--- src/rtl/wb_cmd_master_pkg.sv ---
// Shared types and constants for the Wishbone command master.
// The optional timeout path is selected by the WB_CMD_MASTER_TIMEOUT_EN macro.
package wb_cmd_pkg;

    typedef enum logic [1:0] {
        ST_IDLE = 2'd0,
        ST_BUS  = 2'd1,
        ST_RESP = 2'd2
    } state_e;

    // Bus cycles without ack before a transfer is abandoned
    localparam int unsigned DEF_TIMEOUT = 255;

    // Response codes carried on rsp_err
    localparam logic RSP_OK  = 1'b0;
    localparam logic RSP_TMO = 1'b1;

    // Byte-enable width for a given data width
    function automatic int sel_w(input int data_w);
        return data_w / 8;
    endfunction

endpackage

--- src/rtl/wb_cmd_master_if.sv ---
// Command/response channel plus Wishbone master bus, bundled for the
// wb_cmd_master port list. "master" is the block's view, "slave" the
// view of whatever drives commands and answers the bus.
interface wb_cmd_master_if #(
    parameter int ADDR_W = 32,
    parameter int DATA_W = 32
);
    import wb_cmd_pkg::*;

    localparam int SEL_W = sel_w(DATA_W);

    logic              cmd_valid;
    logic              cmd_ready;
    logic              cmd_we;
    logic [ADDR_W-1:0] cmd_adr;
    logic [DATA_W-1:0] cmd_dat;
    logic [SEL_W-1:0]  cmd_sel;

    logic              rsp_valid;
    logic              rsp_ready;
    logic [DATA_W-1:0] rsp_dat;
    logic              rsp_err;

    logic              wbm_cyc_o;
    logic              wbm_stb_o;
    logic              wbm_we_o;
    logic [ADDR_W-1:0] wbm_adr_o;
    logic [DATA_W-1:0] wbm_dat_o;
    logic [SEL_W-1:0]  wbm_sel_o;
    logic [DATA_W-1:0] wbm_dat_i;
    logic              wbm_ack_i;

    modport master (
        input  cmd_valid, cmd_we, cmd_adr, cmd_dat, cmd_sel, rsp_ready,
               wbm_dat_i, wbm_ack_i,
        output cmd_ready, rsp_valid, rsp_dat, rsp_err,
               wbm_cyc_o, wbm_stb_o, wbm_we_o, wbm_adr_o, wbm_dat_o, wbm_sel_o
    );

    modport slave (
        output cmd_valid, cmd_we, cmd_adr, cmd_dat, cmd_sel, rsp_ready,
               wbm_dat_i, wbm_ack_i,
        input  cmd_ready, rsp_valid, rsp_dat, rsp_err,
               wbm_cyc_o, wbm_stb_o, wbm_we_o, wbm_adr_o, wbm_dat_o, wbm_sel_o
    );

endinterface

--- src/rtl/wb_cmd_master_timeout_cnt.sv ---
// Bus-cycle watchdog: cleared when a command is accepted, counts while
// enabled, and flags the terminal count TERM-1 so the owner sees exactly
// TERM enabled cycles before tc. Used only with WB_CMD_MASTER_TIMEOUT_EN.
module wb_timeout_cnt
    import wb_cmd_pkg::*;
#(
    parameter int unsigned TERM = DEF_TIMEOUT
) (
    input  logic clk,
    input  logic rst,
    input  logic clr,
    input  logic en,
    output logic tc
);

    logic [15:0] cnt_q, cnt_d;

    assign tc = (cnt_q == 16'(TERM - 1));

    // Next count: clear wins, then hold at terminal count
    always_comb begin
        cnt_d = cnt_q;
        if (clr) begin
            cnt_d = '0;
        end else if (en && !tc) begin
            cnt_d = cnt_q + 16'd1;
        end
    end

    // Count register
    always_ff @(posedge clk) begin
        if (rst) begin
            cnt_q <= '0;
        end else begin
            cnt_q <= cnt_d;
        end
    end

endmodule

--- src/rtl/wb_cmd_master.sv ---
// Wishbone classic single-transfer master: takes one command at a time,
// runs it on the bus and returns read data or an error on a held response.
// Define WB_CMD_MASTER_TIMEOUT_EN to add the no-ack abort path.
module wb_cmd_master
    import wb_cmd_pkg::*;
#(
    parameter int          ADDR_W  = 32,
    parameter int          DATA_W  = 32,
    parameter int unsigned TIMEOUT = DEF_TIMEOUT
) (
    input  logic           wb_clk_i,
    input  logic           wb_rst_i,
    wb_cmd_master_if.master bus
);

    localparam int SEL_W = sel_w(DATA_W);

    state_e            state_q, state_d;
    logic              ready_q, ready_d;
    logic              cyc_q, cyc_d;
    logic              we_q, we_d;
    logic [ADDR_W-1:0] adr_q, adr_d;
    logic [DATA_W-1:0] dat_q, dat_d;
    logic [SEL_W-1:0]  sel_q, sel_d;
    logic              rsp_valid_q, rsp_valid_d;
    logic [DATA_W-1:0] rsp_dat_q, rsp_dat_d;
    logic              rsp_err_q, rsp_err_d;
    logic [15:0]       xfer_cnt_q, xfer_cnt_d;
    logic [7:0]        err_cnt_q, err_cnt_d;

    logic accept;
    logic tmo_hit;

    // ready_q is only ever set while IDLE, so it alone qualifies acceptance
    assign accept = ready_q && bus.cmd_valid;

`ifdef WB_CMD_MASTER_TIMEOUT_EN
    wb_timeout_cnt #(.TERM(TIMEOUT)) u_timeout_cnt (
        .clk (wb_clk_i),
        .rst (wb_rst_i),
        .clr (accept),
        .en  (state_q == ST_BUS),
        .tc  (tmo_hit)
    );
`else
    assign tmo_hit = 1'b0;
    logic [15:0] unused_timeout;
    assign unused_timeout = 16'(TIMEOUT);
`endif

    assign bus.cmd_ready = ready_q;
    assign bus.wbm_cyc_o = cyc_q;
    assign bus.wbm_stb_o = cyc_q;
    assign bus.wbm_we_o  = we_q;
    assign bus.wbm_adr_o = adr_q;
    assign bus.wbm_dat_o = dat_q;
    assign bus.wbm_sel_o = sel_q;
    assign bus.rsp_valid = rsp_valid_q;
    assign bus.rsp_dat   = rsp_dat_q;
    assign bus.rsp_err   = rsp_err_q;

    // Next state and next values of every registered output
    always_comb begin
        state_d     = state_q;
        cyc_d       = cyc_q;
        we_d        = we_q;
        adr_d       = adr_q;
        dat_d       = dat_q;
        sel_d       = sel_q;
        rsp_valid_d = rsp_valid_q;
        rsp_dat_d   = rsp_dat_q;
        rsp_err_d   = rsp_err_q;
        xfer_cnt_d  = xfer_cnt_q;
        err_cnt_d   = err_cnt_q;

        case (state_q)
            ST_IDLE: begin
                if (accept) begin
                    state_d = ST_BUS;
                    cyc_d   = 1'b1;
                    we_d    = bus.cmd_we;
                    adr_d   = bus.cmd_adr;
                    dat_d   = bus.cmd_dat;
                    sel_d   = bus.cmd_sel;
                end
            end
            ST_BUS: begin
                // Ack is checked first so a late ack on the terminal cycle still completes
                if (bus.wbm_ack_i) begin
                    state_d     = ST_RESP;
                    cyc_d       = 1'b0;
                    rsp_valid_d = 1'b1;
                    rsp_dat_d   = we_q ? '0 : bus.wbm_dat_i;
                    rsp_err_d   = RSP_OK;
                    xfer_cnt_d  = xfer_cnt_q + 16'd1;
                end else if (tmo_hit) begin
                    state_d     = ST_RESP;
                    cyc_d       = 1'b0;
                    rsp_valid_d = 1'b1;
                    rsp_dat_d   = '0;
                    rsp_err_d   = RSP_TMO;
                    xfer_cnt_d  = xfer_cnt_q + 16'd1;
                    if (err_cnt_q != 8'hFF) begin
                        err_cnt_d = err_cnt_q + 8'd1;
                    end
                end
            end
            ST_RESP: begin
                if (bus.rsp_ready) begin
                    state_d     = ST_IDLE;
                    rsp_valid_d = 1'b0;
                end
            end
            default: begin
                state_d = ST_IDLE;
                cyc_d   = 1'b0;
            end
        endcase

        // Registered decode of the next state; low through reset and the cycle after
        ready_d = (state_d == ST_IDLE);
    end

    // State and output registers; reset also drops any pending response
    always_ff @(posedge wb_clk_i) begin
        if (wb_rst_i) begin
            state_q     <= ST_IDLE;
            ready_q     <= 1'b0;
            cyc_q       <= 1'b0;
            we_q        <= 1'b0;
            adr_q       <= '0;
            dat_q       <= '0;
            sel_q       <= '0;
            rsp_valid_q <= 1'b0;
            rsp_dat_q   <= '0;
            rsp_err_q   <= 1'b0;
            xfer_cnt_q  <= '0;
            err_cnt_q   <= '0;
        end else begin
            state_q     <= state_d;
            ready_q     <= ready_d;
            cyc_q       <= cyc_d;
            we_q        <= we_d;
            adr_q       <= adr_d;
            dat_q       <= dat_d;
            sel_q       <= sel_d;
            rsp_valid_q <= rsp_valid_d;
            rsp_dat_q   <= rsp_dat_d;
            rsp_err_q   <= rsp_err_d;
            xfer_cnt_q  <= xfer_cnt_d;
            err_cnt_q   <= err_cnt_d;
        end
    end

endmodule

--- src/flat_wrapper.sv ---
// flat-port wrapper written by rule: the top's interface ports become plain ports
module wb_cmd_master_flat import wb_cmd_pkg::*;
#(
    parameter int          ADDR_W  = 32,
    parameter int          DATA_W  = 32,
    parameter int unsigned TIMEOUT = DEF_TIMEOUT
)
  (wb_clk_i, wb_rst_i, bus_cmd_valid, bus_cmd_we, bus_cmd_adr, bus_cmd_dat, bus_cmd_sel, bus_rsp_ready, bus_wbm_dat_i, bus_wbm_ack_i, bus_cmd_ready, bus_rsp_valid, bus_rsp_dat, bus_rsp_err, bus_wbm_cyc_o, bus_wbm_stb_o, bus_wbm_we_o, bus_wbm_adr_o, bus_wbm_dat_o, bus_wbm_sel_o);
  wb_cmd_master_if #(.ADDR_W(ADDR_W), .DATA_W(DATA_W)) bus_i ();
  input  logic wb_clk_i;
  input  logic wb_rst_i;
  input wire logic [$bits(bus_i.cmd_valid)-1:0] bus_cmd_valid;
  input wire logic [$bits(bus_i.cmd_we)-1:0] bus_cmd_we;
  input wire logic [$bits(bus_i.cmd_adr)-1:0] bus_cmd_adr;
  input wire logic [$bits(bus_i.cmd_dat)-1:0] bus_cmd_dat;
  input wire logic [$bits(bus_i.cmd_sel)-1:0] bus_cmd_sel;
  input wire logic [$bits(bus_i.rsp_ready)-1:0] bus_rsp_ready;
  input wire logic [$bits(bus_i.wbm_dat_i)-1:0] bus_wbm_dat_i;
  input wire logic [$bits(bus_i.wbm_ack_i)-1:0] bus_wbm_ack_i;
  output wire logic [$bits(bus_i.cmd_ready)-1:0] bus_cmd_ready;
  output wire logic [$bits(bus_i.rsp_valid)-1:0] bus_rsp_valid;
  output wire logic [$bits(bus_i.rsp_dat)-1:0] bus_rsp_dat;
  output wire logic [$bits(bus_i.rsp_err)-1:0] bus_rsp_err;
  output wire logic [$bits(bus_i.wbm_cyc_o)-1:0] bus_wbm_cyc_o;
  output wire logic [$bits(bus_i.wbm_stb_o)-1:0] bus_wbm_stb_o;
  output wire logic [$bits(bus_i.wbm_we_o)-1:0] bus_wbm_we_o;
  output wire logic [$bits(bus_i.wbm_adr_o)-1:0] bus_wbm_adr_o;
  output wire logic [$bits(bus_i.wbm_dat_o)-1:0] bus_wbm_dat_o;
  output wire logic [$bits(bus_i.wbm_sel_o)-1:0] bus_wbm_sel_o;
  assign bus_i.cmd_valid = bus_cmd_valid;
  assign bus_i.cmd_we = bus_cmd_we;
  assign bus_i.cmd_adr = bus_cmd_adr;
  assign bus_i.cmd_dat = bus_cmd_dat;
  assign bus_i.cmd_sel = bus_cmd_sel;
  assign bus_i.rsp_ready = bus_rsp_ready;
  assign bus_i.wbm_dat_i = bus_wbm_dat_i;
  assign bus_i.wbm_ack_i = bus_wbm_ack_i;
  assign bus_cmd_ready = bus_i.cmd_ready;
  assign bus_rsp_valid = bus_i.rsp_valid;
  assign bus_rsp_dat = bus_i.rsp_dat;
  assign bus_rsp_err = bus_i.rsp_err;
  assign bus_wbm_cyc_o = bus_i.wbm_cyc_o;
  assign bus_wbm_stb_o = bus_i.wbm_stb_o;
  assign bus_wbm_we_o = bus_i.wbm_we_o;
  assign bus_wbm_adr_o = bus_i.wbm_adr_o;
  assign bus_wbm_dat_o = bus_i.wbm_dat_o;
  assign bus_wbm_sel_o = bus_i.wbm_sel_o;
  wb_cmd_master #(.ADDR_W(ADDR_W), .DATA_W(DATA_W), .TIMEOUT(TIMEOUT)) u_core (.wb_clk_i(wb_clk_i), .wb_rst_i(wb_rst_i), .bus(bus_i));
endmodule
--- config.mk ---
export PLATFORM = sky130hd
export DESIGN_NAME = wb_cmd_master_flat
export DESIGN_NICKNAME = d
export VERILOG_FILES = /design/src/rtl/wb_cmd_master_pkg.sv /design/src/rtl/wb_cmd_master_if.sv /design/src/rtl/wb_cmd_master_timeout_cnt.sv /design/src/rtl/wb_cmd_master.sv /design/src/flat_wrapper.sv
export SDC_FILE = /design/constraint.sdc
export NUM_CORES = 1
export LEC_CHECK = 0
export CORE_MARGIN = 5
export CORE_UTILIZATION = 28
export DETAILED_ROUTE_END_ITERATION = 10
export SYNTH_ARGS = -nofsm -noshare
export SYNTH_HDL_FRONTEND = slang
export SYNTH_HIERARCHICAL = 1
export SYNTH_SLANG_ARGS = --single-unit
--- constraint.sdc ---
create_clock -name wb_clk_i -period 3.8 [get_ports wb_clk_i]
set_clock_uncertainty 0.15 [all_clocks]
set_input_delay 0.57 -clock wb_clk_i [delete_from_list [all_inputs] [get_ports wb_clk_i]]
set_output_delay 0.57 -clock wb_clk_i [all_outputs]
set_load 0.03 [all_outputs]
Yosys cells after proc, flatten, opt, wreduce, memory -nomap -nowiden
Index checks and enable logic that the tools add are counted.
{"block": "totals", "reg_bits": 106, "latch_bits": 0, "ramBits": 0, "mem_bits_ro": 0, "output_inout_bits": 106, "word_cells": 34, "n_memories": 0}
{"block": "classes", "add_sub_neg": 0, "mul": 0, "div_mod_pow": 0, "n_lt_le_gt_ge": 0, "n_eq_ne": 5, "n_shift": 0, "n_mux": 11, "bitwise_logic": 1, "reduce_logical": 8}
{"op": "32-bit 2-to-1 mux", "count": 1}
{"op": "2-bit 2-to-1 mux", "count": 3}
{"op": "2-bit one-hot mux with 3 select lines", "count": 1}
{"op": "3-bit AND reduction", "count": 2}
{"op": "2-bit logical NOT", "count": 2}
{"op": "1-bit 2-to-1 mux", "count": 4}
{"op": "2-bit inequality test, second input constant", "count": 2}
{"op": "2-bit AND reduction", "count": 2}
{"op": "1-bit one-hot mux with 3 select lines", "count": 1}
{"op": "2-bit by 1-bit == test with 1-bit output, second input constant", "count": 1}
{"op": "2-bit == test, second input constant", "count": 1}
{"op": "2-bit by 1-bit inequality test with 1-bit output, second input constant", "count": 1}
{"op": "1-bit one-hot mux with 2 select lines", "count": 1}
{"op": "2-bit nonzero test", "count": 1}
{"op": "1-bit logical AND", "count": 1}
{"op": "1-bit inverter", "count": 1}

Longest topological paths before layout
{"block": "depth", "depth_word": 4, "mapped_depth": 5, "ltp_nobuf": 2}

Worst setup path before layout
OpenSTA, ideal clock, no wires.
{"block": "synth_path", "kind": "input-to-reg", "from": "input wb_rst_i", "to": "register u_core.rsp_dat_q[27] (netlist: u_core/bus.rsp_dat[27])", "arrival_ns": 1.372, "setup_slack_ns": 2.206, "cell_stages": 4, "n_path_buf": 2, "path_cell_list": "buf_6 -> clkbuf_1 -> or3b_2 -> mux2i_1"}
{"item": "start, declared", "line": "flat_wrapper.sv:11", "rtl": "input logic wb_rst_i;"}
{"item": "end signal, assigned", "line": "wb_cmd_master.sv:148", "rtl": "rsp_dat_q <= rsp_dat_d;"}
{"item": "end, declared", "line": "wb_cmd_master.sv:26", "rtl": "logic [DATA_W-1:0] rsp_dat_q, rsp_dat_d;"}

Final worst setup path
{"block": "layout_path", "from": "register u_core.we_q (netlist: u_core/bus.wbm_we_o)", "to": "output bus_wbm_we_o"}
{"item": "start, declared", "line": "wb_cmd_master.sv:21", "rtl": "logic we_q, we_d;"}
{"item": "start signal, assigned", "line": "wb_cmd_master.sv:143", "rtl": "we_q <= we_d;"}
{"item": "end, declared", "line": "flat_wrapper.sv:26", "rtl": "output wire logic [$bits(bus_i.wbm_we_o)-1:0] bus_wbm_we_o;"}
No word-level cell between the ends.

==> results.md <==
- Status: completed
- Slowest-stage cell, CP: clkdlybuf4s50_1
- Sequential cell area: 2120 um^2
- Count leader, synth: nand2b_1
- Final Cycle Share: 0.625
- Post-Syn Instances: 467
- R2r setup slk: 1.87 ns
- Core area: 17200 um^2
- Synth area leader: dfxtp_1
- Hold-fix buffers, CTS: 0
- Die area: 20300 um^2
- Endpoints failing hold: 0
- Final Setup Violations: 0
- Worst path depth: 2
- WP data required: 3.08 ns
- Via total after detailed routing: 3765
- Last element of the critical path: bus_wbm_we_o
- Wire per inst: 14.5 um
- Worst Hold Class: reg2reg
- Top cells by count, synth: nand2b_1 (170), dfxtp_1 (106), mux2i_1 (101)
- Worst path cell trace: buf_4 > clkdlybuf4s50_1
- CP Capture Type: output pin
- Distinct cells, synth: 22
- DP Wirelength: 9.16 mm
- Syn Std Cell Area: 4910 um^2
- Worst Max-Slew Pin Slew: 0.948 ns
- Total CTS buffers: 9
- Fin crit period: 2.38 ns
- Htree depth: 3
- DR DRC count: 0
- Via/cell ratio: 4.27
- P_leak: 2.56 nW
- I/O pin cnt: 212
- Clock root buffer: clkbuf_16
- # fillers: 1636
- Total of max-cap violations: 0
- Area taken by multi-input logic gates: 2500 um^2
- Reg clk slew, reported paths: 0.07 ns
- Clk sinks: 106
- Area Growth Syn to Fin: 50.4%
- RePlAce Congestion: 0.766
- Setup TNS: 0 ns
- CP Buf/Inv Count: 2
- P per Cell Area: 374 nW/um^2
- Post-route ant nets: 0
- Die Span Y: 142 um
- Layout cells sized above 1: 0.0869
- Final Max Slew Viols: 0
- Drt total wl: 12.8 mm
- Flops & latches, synth: 106
- Row count: 48
- Die X: 142 um
- I/O Buffers: 210
- Iter 0 DRT Violations: 142
- Drt first pass iters: 4
- Antenna violations before repair: 0
- Post-Syn Nets: 573
- CP Launch Point: u_core/bus.wbm_we_o
- CP delay by family, top: buffers and inverters
- CP max FO: 34
- Layout net count: 758
- Crit path largest cell delay: 0.73 ns
- TritonCTS clock tree: yes
- Buffer count from post-CTS setup fixing: 0
- Max_slew headroom: 0.368
- RR Endpoint: u_core/bus.rsp_dat[27]
- Remaining Overflow, GRT: 0
- Register-to-Register Path Depth: 2
- Resized cells post-CTS: 0
- Seq/Total Area, Yosys: 0.433
- Synth async-reset ratio: 0
- Yosys warns: 6
- Prevailing post-synth register cell: dfxtp_1
- WP data arrival: 1.66 ns
- Worst r2r src: u_core/state_q[0]
- First-pass GRT wire length: 20.2 mm
- Post-synth EDFFs: 0
- Final setup margin: 1.42 ns
- Pre-CTS setup slack: 1.26 ns
- Clock tree buffer depth: 2
- Syn_area_per_cell: 10.5 um^2
- Largest cells by area after synthesis: dfxtp_1 (43%), nand2b_1 (22%), mux2i_1 (21%)
- RSZ-0062 raised after global routing: false
- Peak VDD IR: 254 uV
- Initial Utilization: 0.285
- Startpoint types: flop
- ANT cells: 0
- Largest net degree at the start of global routing: 133
- Global Route Usage Sum: 0.123
- Kind of critical path: reg2out
- Worst skew pair latency: 0.34 ns
- Vias in the first global route: 4008
- Maximum clock rate: 0.421 GHz
- Synth top area share: 0.433
[worst min path at each step]
stage	to	cells past startpoint	slack [ns]	from
4_1_cts	u_core/bus.rsp_dat[10]	2	0.33	u_core/bus.rsp_dat[10]
2_1_floorplan	u_core/state_q[1]	2	0.39	u_core/state_q[0]
6_report	u_core/bus.wbm_adr_o[11]	2	0.32	u_core/bus.wbm_adr_o[11]
3_3_place_gp	u_core/bus.wbm_dat_o[27]	2	0.31	u_core/bus.wbm_dat_o[27]
3_5_place_dp	u_core/bus.wbm_adr_o[19]	2	0.31	u_core/bus.wbm_adr_o[19]
5_1_grt	u_core/bus.wbm_adr_o[24]	2	0.34	u_core/bus.wbm_adr_o[24]
[final cells by class]
class | instances | share of cell area
Clock buffer | 11 | 0.0342
Clock inverter | 4 | 0.0100
Inverter | 1 | 0.000509
Multi-Input combinational cell | 320 | 0.339
Sequential cell | 106 | 0.288
Tap cell | 225 | 0.0381
Timing Repair Buffer | 214 | 0.290
[through the flow]
step | power (mW) | area, um^2 | cells | utilization | hold slack (ns)
6_report | 2.76 | 7380 | 881 | 0.428 | 0.323
3_3_place_gp | 1.76 | 7050 | 866 | 0.409 | 0.307
5_1_grt | 2.90 | 7380 | 881 | 0.428 | 0.340
3_5_place_dp | 1.76 | 7050 | 866 | 0.409 | 0.310
4_1_cts | 2.82 | 7380 | 881 | 0.428 | 0.327
2_1_floorplan | 1.53 | 4910 | 467 | - | 0.387
[worst reg2reg max path, stage by stage, from the launching register on]
cell,delay (ns)
dfxtp_1,0.51
and3b_2,0.88
mux2i_1,0.31
[routing by layer]
layer	vias to the layer above	part of all wire	wire length, um	global-route usage
met5	-	0	0	0
met4	0	0.021	265	0.0475
met3	16	0.069	879	0.0336
met2	120	0.49	6250	0.211
met1	1727	0.42	5410	0.146
li1	1902	-	-	-
[logic make-up after synthesis]
kind of cell    count (synthesis)  synth area share
other cells                     1          0.000764
mux                           101             0.206
flops                         106             0.433
simple gates                  212             0.294
compound gates                  6           0.00765
buf+inv                        41            0.0589
[power breakdown]
part	internal (mW)	total [mW]	switching, mW
Clock	0.612	1.03	0.420
Sequential	1.16	1.19	0.0306
Combinational	0.290	0.537	0.247
[state kept, by name, indices dropped and copies added, names as in the netlist]
signal / flops
u_core/bus.rsp_dat: 32
u_core/bus.wbm_adr_o: 32
u_core/bus.wbm_dat_o: 32
u_core/bus.wbm_sel_o: 4
u_core/state_q: 2
u_core/bus.cmd_ready: 1
u_core/bus.rsp_valid: 1
u_core/bus.wbm_cyc_o: 1
u_core/bus.wbm_we_o: 1
[placed cells by master, fill, tap and decap left out]
| master | synthesis | final |
|---|---|---|
| a2111oi_0 | 1 | 1 |
| a21oi_1 | 3 | 3 |
| and2b_1 | 1 | 1 |
| and3b_1 | 2 | 1 |
| and3b_2 | 0 | 1 |
| buf_12 | 0 | 1 |
| buf_4 | 2 | 4 |
| bufinv_16 | 0 | 2 |
| clkbuf_16 | 0 | 9 |
| clkbuf_8 | 0 | 2 |
| clkdlybuf4s50_1 | 0 | 209 |
| clkinv_2 | 0 | 1 |
| conb_1 | 1 | 1 |
| dfxtp_1 | 106 | 106 |
| inv_1 | 1 | 1 |
| inv_6 | 0 | 1 |
| mux2i_1 | 101 | 101 |
| nand2b_1 | 170 | 170 |
| nand3b_1 | 1 | 1 |
| nand4bb_1 | 1 | 1 |
| nor2b_1 | 1 | 1 |
| nor4b_2 | 1 | 1 |
| nor4bb_4 | 0 | 1 |
| o21ai_0 | 1 | 1 |
| o2bb2ai_1 | 1 | 1 |
| or3b_2 | 34 | 34 |
Note: power is estimated with default switching activity, not from simulation.
